<file path="src/rtl/snap_pkg.sv">
// Shared definitions for the ADC snapshot capture block and its status register wrapper.
// Holds the capture state encoding and the ctrl/status word bit positions.
package snap_pkg;

    typedef enum logic [1:0] {
        ST_IDLE    = 2'd0,
        ST_ARMED   = 2'd1,
        ST_CAPTURE = 2'd2,
        ST_DONE    = 2'd3
    } snap_state_e;

    localparam int CTRL_EN        = 0;
    localparam int CTRL_TRIG_EXT  = 1;
    localparam int CTRL_VLD_GATE  = 2;
    localparam int CTRL_CIRC      = 3;

    localparam int STAT_DONE      = 31;
    localparam int STAT_STATE_HI  = 30;
    localparam int STAT_STATE_LO  = 29;
    localparam int STAT_WRAPPED   = 28;

endpackage

</file>
<file path="src/rtl/adcsnap_capture_ctrl.sv">
// Snapshot capture sequencer: arms on enable rise, waits for trigger, writes samples to BRAM.
// BRAM port is registered (1 cycle after the write decision); no backpressure, writes are fire-and-forget.
module adcsnap_capture_ctrl
    import snap_pkg::*;
#(
    parameter int ADDR_W = 10,
    parameter int DATA_W = 64
) (
    input  logic              user_clk,
    input  logic              user_rst_n,
    input  logic [31:0]       ctrl_word,
    input  logic              trig_in,
    input  logic              din_valid,
    input  logic [DATA_W-1:0] din,
    output logic [ADDR_W-1:0] bram_addr,
    output logic [DATA_W-1:0] bram_data,
    output logic              bram_we,
    output logic [31:0]       status_word
);

    localparam int CNT_W = ADDR_W + 1;
    localparam logic [CNT_W-1:0]  CNT_MAX   = {1'b1, {ADDR_W{1'b0}}};
    localparam logic [ADDR_W-1:0] ADDR_LAST = {ADDR_W{1'b1}};

    snap_state_e       state_q, state_d;
    logic              en_q;
    logic [ADDR_W-1:0] addr_q, addr_d;
    logic [CNT_W-1:0]  count_q, count_d;
    logic              wrapped_q, wrapped_d;
    logic              bram_we_q, bram_we_d;
    logic [ADDR_W-1:0] bram_addr_q, bram_addr_d;
    logic [DATA_W-1:0] bram_data_q, bram_data_d;

    logic en, rise, fall, trigger, wr;
    logic ctrl_unused;

    assign en          = ctrl_word[CTRL_EN];
    assign rise        = en & ~en_q;
    assign fall        = ~en & en_q;
    assign trigger     = ctrl_word[CTRL_TRIG_EXT] ? trig_in : 1'b1;
    assign wr          = ctrl_word[CTRL_VLD_GATE] ? din_valid : 1'b1;
    assign ctrl_unused = ^ctrl_word[31:4];

    always_comb begin
        state_d     = state_q;
        addr_d      = addr_q;
        count_d     = count_q;
        wrapped_d   = wrapped_q;
        bram_we_d   = 1'b0;
        bram_addr_d = bram_addr_q;
        bram_data_d = bram_data_q;
        case (state_q)
            ST_IDLE, ST_DONE: begin
                if (rise) begin
                    state_d   = ST_ARMED;
                    addr_d    = '0;
                    count_d   = '0;
                    wrapped_d = 1'b0;
                end
            end
            ST_ARMED: begin
                if (fall) begin
                    state_d = ST_IDLE;
                end else if (trigger) begin
                    state_d = ST_CAPTURE;
                end
            end
            ST_CAPTURE: begin
                if (wr) begin
                    bram_we_d   = 1'b1;
                    bram_addr_d = addr_q;
                    bram_data_d = din;
                    addr_d      = addr_q + 1'b1;
                    if (count_q != CNT_MAX) begin
                        count_d = count_q + 1'b1;
                    end
                    if (addr_q == ADDR_LAST) begin
                        if (ctrl_word[CTRL_CIRC]) begin
                            wrapped_d = 1'b1;
                        end else begin
                            state_d = ST_DONE;
                        end
                    end
                end
                // The write in the fall cycle above still goes out before stopping.
                if (fall) begin
                    state_d = ST_DONE;
                end
            end
            default: state_d = ST_IDLE;
        endcase
    end

    always_ff @(posedge user_clk or negedge user_rst_n) begin
        if (!user_rst_n) begin
            state_q     <= ST_IDLE;
            en_q        <= 1'b0;
            addr_q      <= '0;
            count_q     <= '0;
            wrapped_q   <= 1'b0;
            bram_we_q   <= 1'b0;
            bram_addr_q <= '0;
            bram_data_q <= '0;
        end else begin
            state_q     <= state_d;
            en_q        <= en;
            addr_q      <= addr_d;
            count_q     <= count_d;
            wrapped_q   <= wrapped_d;
            bram_we_q   <= bram_we_d;
            bram_addr_q <= bram_addr_d;
            bram_data_q <= bram_data_d;
        end
    end

    assign bram_we   = bram_we_q;
    assign bram_addr = bram_addr_q;
    assign bram_data = bram_data_q;

    assign status_word = {(state_q == ST_DONE), state_q, wrapped_q,
                          {(28 - CNT_W){1'b0}}, count_q};

endmodule

</file>
<file path="config.mk">
export PLATFORM = sky130hd
export DESIGN_NAME = adcsnap_capture_ctrl
export DESIGN_NICKNAME = d
export VERILOG_FILES = /design/src/rtl/snap_pkg.sv /design/src/rtl/adcsnap_capture_ctrl.sv
export SDC_FILE = /design/constraint.sdc
export NUM_CORES = 1
export LEC_CHECK = 0
export CORE_AREA = 2 2 112 114
export DETAILED_ROUTE_END_ITERATION = 16
export DIE_AREA = 0 0 114 116
export HOLD_SLACK_MARGIN = 0.02
export PLACE_DENSITY_LB_ADDON = 0.12
export SLEW_MARGIN = 0
export SYNTH_ARGS = -nofsm -noshare
export SYNTH_HDL_FRONTEND = slang
export SYNTH_SLANG_ARGS = --single-unit
</file>
<file path="constraint.sdc">
create_clock -name user_clk -period 1.8 [get_ports user_clk]
set_input_delay 0.18 -clock user_clk [delete_from_list [all_inputs] [get_ports user_clk]]
set_output_delay 0.18 -clock user_clk [all_outputs]
set_load 0.05 [all_outputs]
</file>
# After elaboration in Yosys (flattened, before gate mapping)
# Index checks and enable logic that the tools add are counted.
# W data, S select, Z words.
# totals
regBits	100
latchBits	0
mem_bits_rw	0
mem_bits_ro	0
out_inout_bits	107
n_memories	0
# op_classes
addsub	2
n_mul	0
div	0
order_cmp	0
n_eq_ne	14
shift	0
n_mux	24
bitwise	4
n_reduce_logical	8
# op_table
op	count
$mux W11	3
$pmux W11 S2	1
$mux W10	2
$pmux W10 S2	1
$mux W2	7
$ne A3 B3 Y1 const B	4
$add A11 B1 Y11 const B	1
$ne A11 B11 Y1 const B	1
$add A10 B1 Y10 const B	1
$eq A10 B10 Y1 const B	1
$ne A2 B2 Y1 const B	5
$reduce_and A5 Y1	2
$mux W1	8
$pmux W2 S3	1
$eq A2 B2 Y1 const B	2
$reduce_and A4 Y1	1
$reduce_and A3 Y1	1
$and A1 B1 Y1	2
$eq A2 B1 Y1 const B	1
$logic_not A2 Y1	1
$not A1 Y1	2
$pmux W1 S2	1
$reduce_and A2 Y1	1
$reduce_bool A2 Y1	1
$reduce_or A2 Y1	1

# Longest topological paths before layout
# logic_depth
ltp_word	5
ltp_mapped	8
depth_no_buf	7

# Least setup slack after synthesis
# Ideal clock, no wire load.
# synth_path
path_type	reg2reg
startpoint	reg state_q[0]
endpoint	reg count_q[7]
t_arrival_ns	2.182
required_time_ns	1.665
slack_ns	-0.518
stages_incl_launch_ff	9
period_less_slack_ns	2.318
path_cell_list	dfrtp_1 > inv_1 > ha_1 > nor2_2 > a211o_4 > buf_6 > nor3_1 > xnor2_1 > nor2_1
# synth_via
elab_chain_len	4
word_cells_on_any_way	10
cone_classes	5 x eq/ne; 1 x mux; 4 x reduce/logical
# synth_lines
element	line	source
start, declared	adcsnap_capture_ctrl.sv:25	snap_state_e state_q, state_d;
start signal, assigned	adcsnap_capture_ctrl.sv:105	state_q <= state_d;
$eq A2 B2 Y1 / $logic_not A2 Y1 (equally long branches)	adcsnap_capture_ctrl.sv:52	case (state_q)
$reduce_or A2 Y1	adcsnap_capture_ctrl.sv:52	
$ne A2 B2 Y1 (no source line) / $reduce_bool A2 Y1 (equally long branches)	-	
$reduce_and A4 Y1 (no source line)	-	
end signal, assigned	adcsnap_capture_ctrl.sv:108	count_q <= count_d;
end, declared	adcsnap_capture_ctrl.sv:28	logic [CNT_W-1:0] count_q, count_d;
# Parallel ways exist; a longest one is shown, timed or not.
# A chain may end at the register's enable or synchronous reset.

# Worst setup path after layout
# layout_path
startpoint	reg state_q[0]
endpoint	reg count_q[2]
# The elaborated chain is that of the path after synthesis.

==> out/metrics.cfg <==
[worst_setup_path]
cp-end-kind=flop
r2r-end=count_q[2]$_DFFE_PN0P_
crit_path_max_fanout=6
r2r_slack_ns=-0.06
cp-start-kind=flop
r2r_cells=7
crit_type=reg2reg
critPathSlowestCell=a2111oi_4
crit_required_ns=2.07
worstPathArrival_ns=2.13
r2r_start=state_q[0]$_DFFE_PN0P_
cp_slowest_stage_delay_ns=0.48
worstPathCellList=inv_2 > ha_4 > buf_6 > a2111oi_4 > nand2_1 > mux2_4 > nor2_4

[synth]
ys.flop_type=dfrtp_1
synth_seq_cells=100
seq_area_frac_synth_pct=57.97
yosysWarningCount=0
synth_area_sq_mm=0.004317
synth_cell_types=35
synth_edf_count=0
syn_inst=480
netlist.area_leader.share_pct=57.97
avgSynthCellArea_sq_um=8.993
synthArstFlopShare_pct=100.0
synth_area_leaders=dfrtp_1 58%, nand2_1 21%, buf_4 3.1%, ha_1 2.0%, xnor2_1 1.8%
synth_top_cell_by_area=dfrtp_1

[place]
dpl-instance-area_sq_mm=0.006282
port_buffers=161
routabilityCongestion=0.7772
place_hpwl_um=7808
place_ws_ns=-0.1430

[global_routing]
grt_max_degree=47
first_global_vias=3661
met3_usage_pct=4.603
grt_antenna_before_repair=0
overflow=0
use_met1_pct=23.13
grt_pass1_wl_um=18050
busiest_layer=met2
gr-usage-met2_pct=27.10
grtUsageTotal_pct=17.16

[drt]
vias=3747
wire_per_inst_um=13.94
drt-pass1-iter-count=6
antenna_left=0
vias_per_cell=4.570
remaining_drc_errors=0
drt-initial-drc-count=211
finalWirelength_um=11430

[layout]
multiInputGateArea_sq_mm=0.001839
nets=775
layout-drive-gt1-share_pct=13.08
syn_to_final_growth_pct=57.91
final_area_sq_mm=0.006817
regArea_sq_mm=0.002505
diodes=0
n_fill_cell=1083

[power_and_ir_drop]
peakVddDrop_mv=0.9098
sequentialPowerShare_pct=27.6
netSwitchingFraction_pct=46.85
power_density_mw_per_mm2=1851
p_clk_share_pct=15.5
power.leakage_nw=3.406
combPwrFrac_pct=56.9
p_int_mw=6.706
p_sw_mw=5.911

[sta]
setup_viol=6
rsz0062_at_grt=true
slew_headroom_pct=63.88
clock_skew_ns=0.007098
worstMarginPinSlew_ns=0.5402
layout_setup_ws_ns=-0.05980
fin_crit_ns=1.860
finalSetupTns_ns=-0.1194
hold_violations=0
report.final.slew_viol_count=0
max_freq_mhz=537.7
fin_crit_sh_pct=103.3

[clock_tree]
path_clk_slew_ns=0.07
cts_tree=yes
cts.sinks=100
cts-root-buf=clkbuf_16
cts_buffers=9
htreeDepth=3
cts.path.max_buffers=2
worstSkewPairLatency_ns=0.33

[outcome]
status=finished, violations left
violations=setup timing

[die]
io_pins=207
die_width_um=114
fp.coreArea_sq_mm=0.01191
core.rowCount=40
dieArea_sq_mm=0.01322
initial_utilization_pct=36.24
die_y_um=116

[job]
maxCapViolCount=0

[min_path]
min_path_type=in2async

## area by class of cell
| class | instances | area share [%] |
|---|---|---|
| sequential | 100 | 36.75 |
| multi-input combinational | 355 | 26.98 |
| inverter | 8 | 0.4405 |
| clock buffer | 12 | 3.763 |
| tap | 147 | 2.698 |
| timing repair buffer | 194 | 28.67 |
| clock inverter | 4 | 0.6975 |
## stage by stage
stage / total power [mW] / hold WS (ns) / cells / util, %
2_1_floorplan: 7.795 / -0.1156 / 496 / -
3_3_place_gp: 10.12 / 0.1396 / 793 / 52.74
3_5_place_dp: 10.23 / 0.1407 / 793 / 52.74
4_1_cts: 12.36 / 0.3284 / 812 / 55.87
5_1_grt: 13.30 / 0.3561 / 820 / 57.23
6_report: 12.62 / 0.3206 / 820 / 57.23
## worst max-delay path: cells and delay by family (launching register included)
family	cells	cell delay [ns]
buffers and inverters	2	0.22
flip-flops	1	0.42
AND/OR/NAND/NOR	2	0.17
adder cells (fa/ha/maj)	1	0.22
multiplexers	1	0.29
AO/OA/AOI/OAI	1	0.48
## placed cells by master, fill, tap and decap left out, types with 4 or more instances in the layout
cell,count
buf_12,7
nand4_1,4
dfrtp_1,98
nor2_1,18
clkbuf_16,9
xor2_1,4
clkdlybuf4s50_1,148
xnor2_1,9
buf_4,29
nor3_4,4
nand3_1,7
nor4_4,4
dlymetal6s2s_1,5
ha_1,6
o21ai_0,5
inv_1,5
nand2_1,238
conb_1,17
## flip-flops by register name, indices dropped and copies added, names as in the netlist
signal and cells:
addr_q 10, bram_addr 10, bram_data 64, bram_we 1, count_q 11, en_q 1
state_q 2, wrapped_q 1
## cell usage after synthesis (2+ instances only)
master	count
nand4_1	4
mux2_2	2
buf_4	18
or3_1	3
nor4_1	4
clkbuf_1	12
ha_1	7
o21ai_0	6
nor4b_1	2
and3b_1	2
xnor2_1	9
a21oi_1	5
nor2_1	20
nand2_1	239
nand3_1	7
dfrtp_1	100
buf_1	5
inv_1	7
a31oi_1	2
nor3_1	3
nor2_2	4
nand2b_1	3
xor2_1	4
## logic make-up (layout without fill, tap and decap cells)
group / after synthesis / after routing / synth area share (%)
buf+inv: 44 / 218 / 5.565
compound gates: 16 / 19 / 2.841
simple gates: 296 / 296 / 28.12
xor+xnor: 13 / 13 / 2.638
fa+ha+maj: 7 / 7 / 2.029
other cells: 1 / 17 / 0.08687
flops: 100 / 100 / 57.97
mux: 3 / 3 / 0.7536
## routing by layer
layer  part of all wire (%)  up-vias
met5                      0        -
met4                    1.0        0
met3                    6.8        8
met2                     47      116
met1                     45     1775
li1                       -     1848
## how the worst max path moves through the flow
| stage | slack [ns] | from | depth (start not counted) | end |
|---|---|---|---|---|
| CTS | -0.06 | state_q[1]$_DFFE_PN0P_ | 6 | addr_q[9]$_DFFE_PN0P_ |
| detailed placement | -0.14 | ctrl_word[0] | 7 | count_q[2]$_DFFE_PN0P_ |
| global placement | -0.12 | ctrl_word[0] | 7 | count_q[2]$_DFFE_PN0P_ |
| global route | -0.16 | state_q[0]$_DFFE_PN0P_ | 7 | count_q[2]$_DFFE_PN0P_ |
| floorplan | -0.18 | state_q[0]$_DFFE_PN0P_ | 8 | count_q[5]$_DFFE_PN0P_ |
| finish | -0.06 | state_q[0]$_DFFE_PN0P_ | 7 | count_q[2]$_DFFE_PN0P_ |
## power by group through the flow
stage	Clock [mW]	Sequential [mW]	Combinational, mW
detailed placement	0	3.53	6.70
CTS	2.01	3.50	6.85
floorplan	0	6.26	1.54
global placement	0	3.50	6.62
finish	1.96	3.49	7.17
global route	2.11	3.60	7.58
## repair_timing
action,in CTS,in global routing
resized for setup,7,23
endpoints found under the setup margin,8,26
gates cloned,2,1
hold endpoints to repair,26,0
buffers inserted,0,7
pin swaps,12,21
hold buffers,1,0
Power figures use the tool's default switching activity.
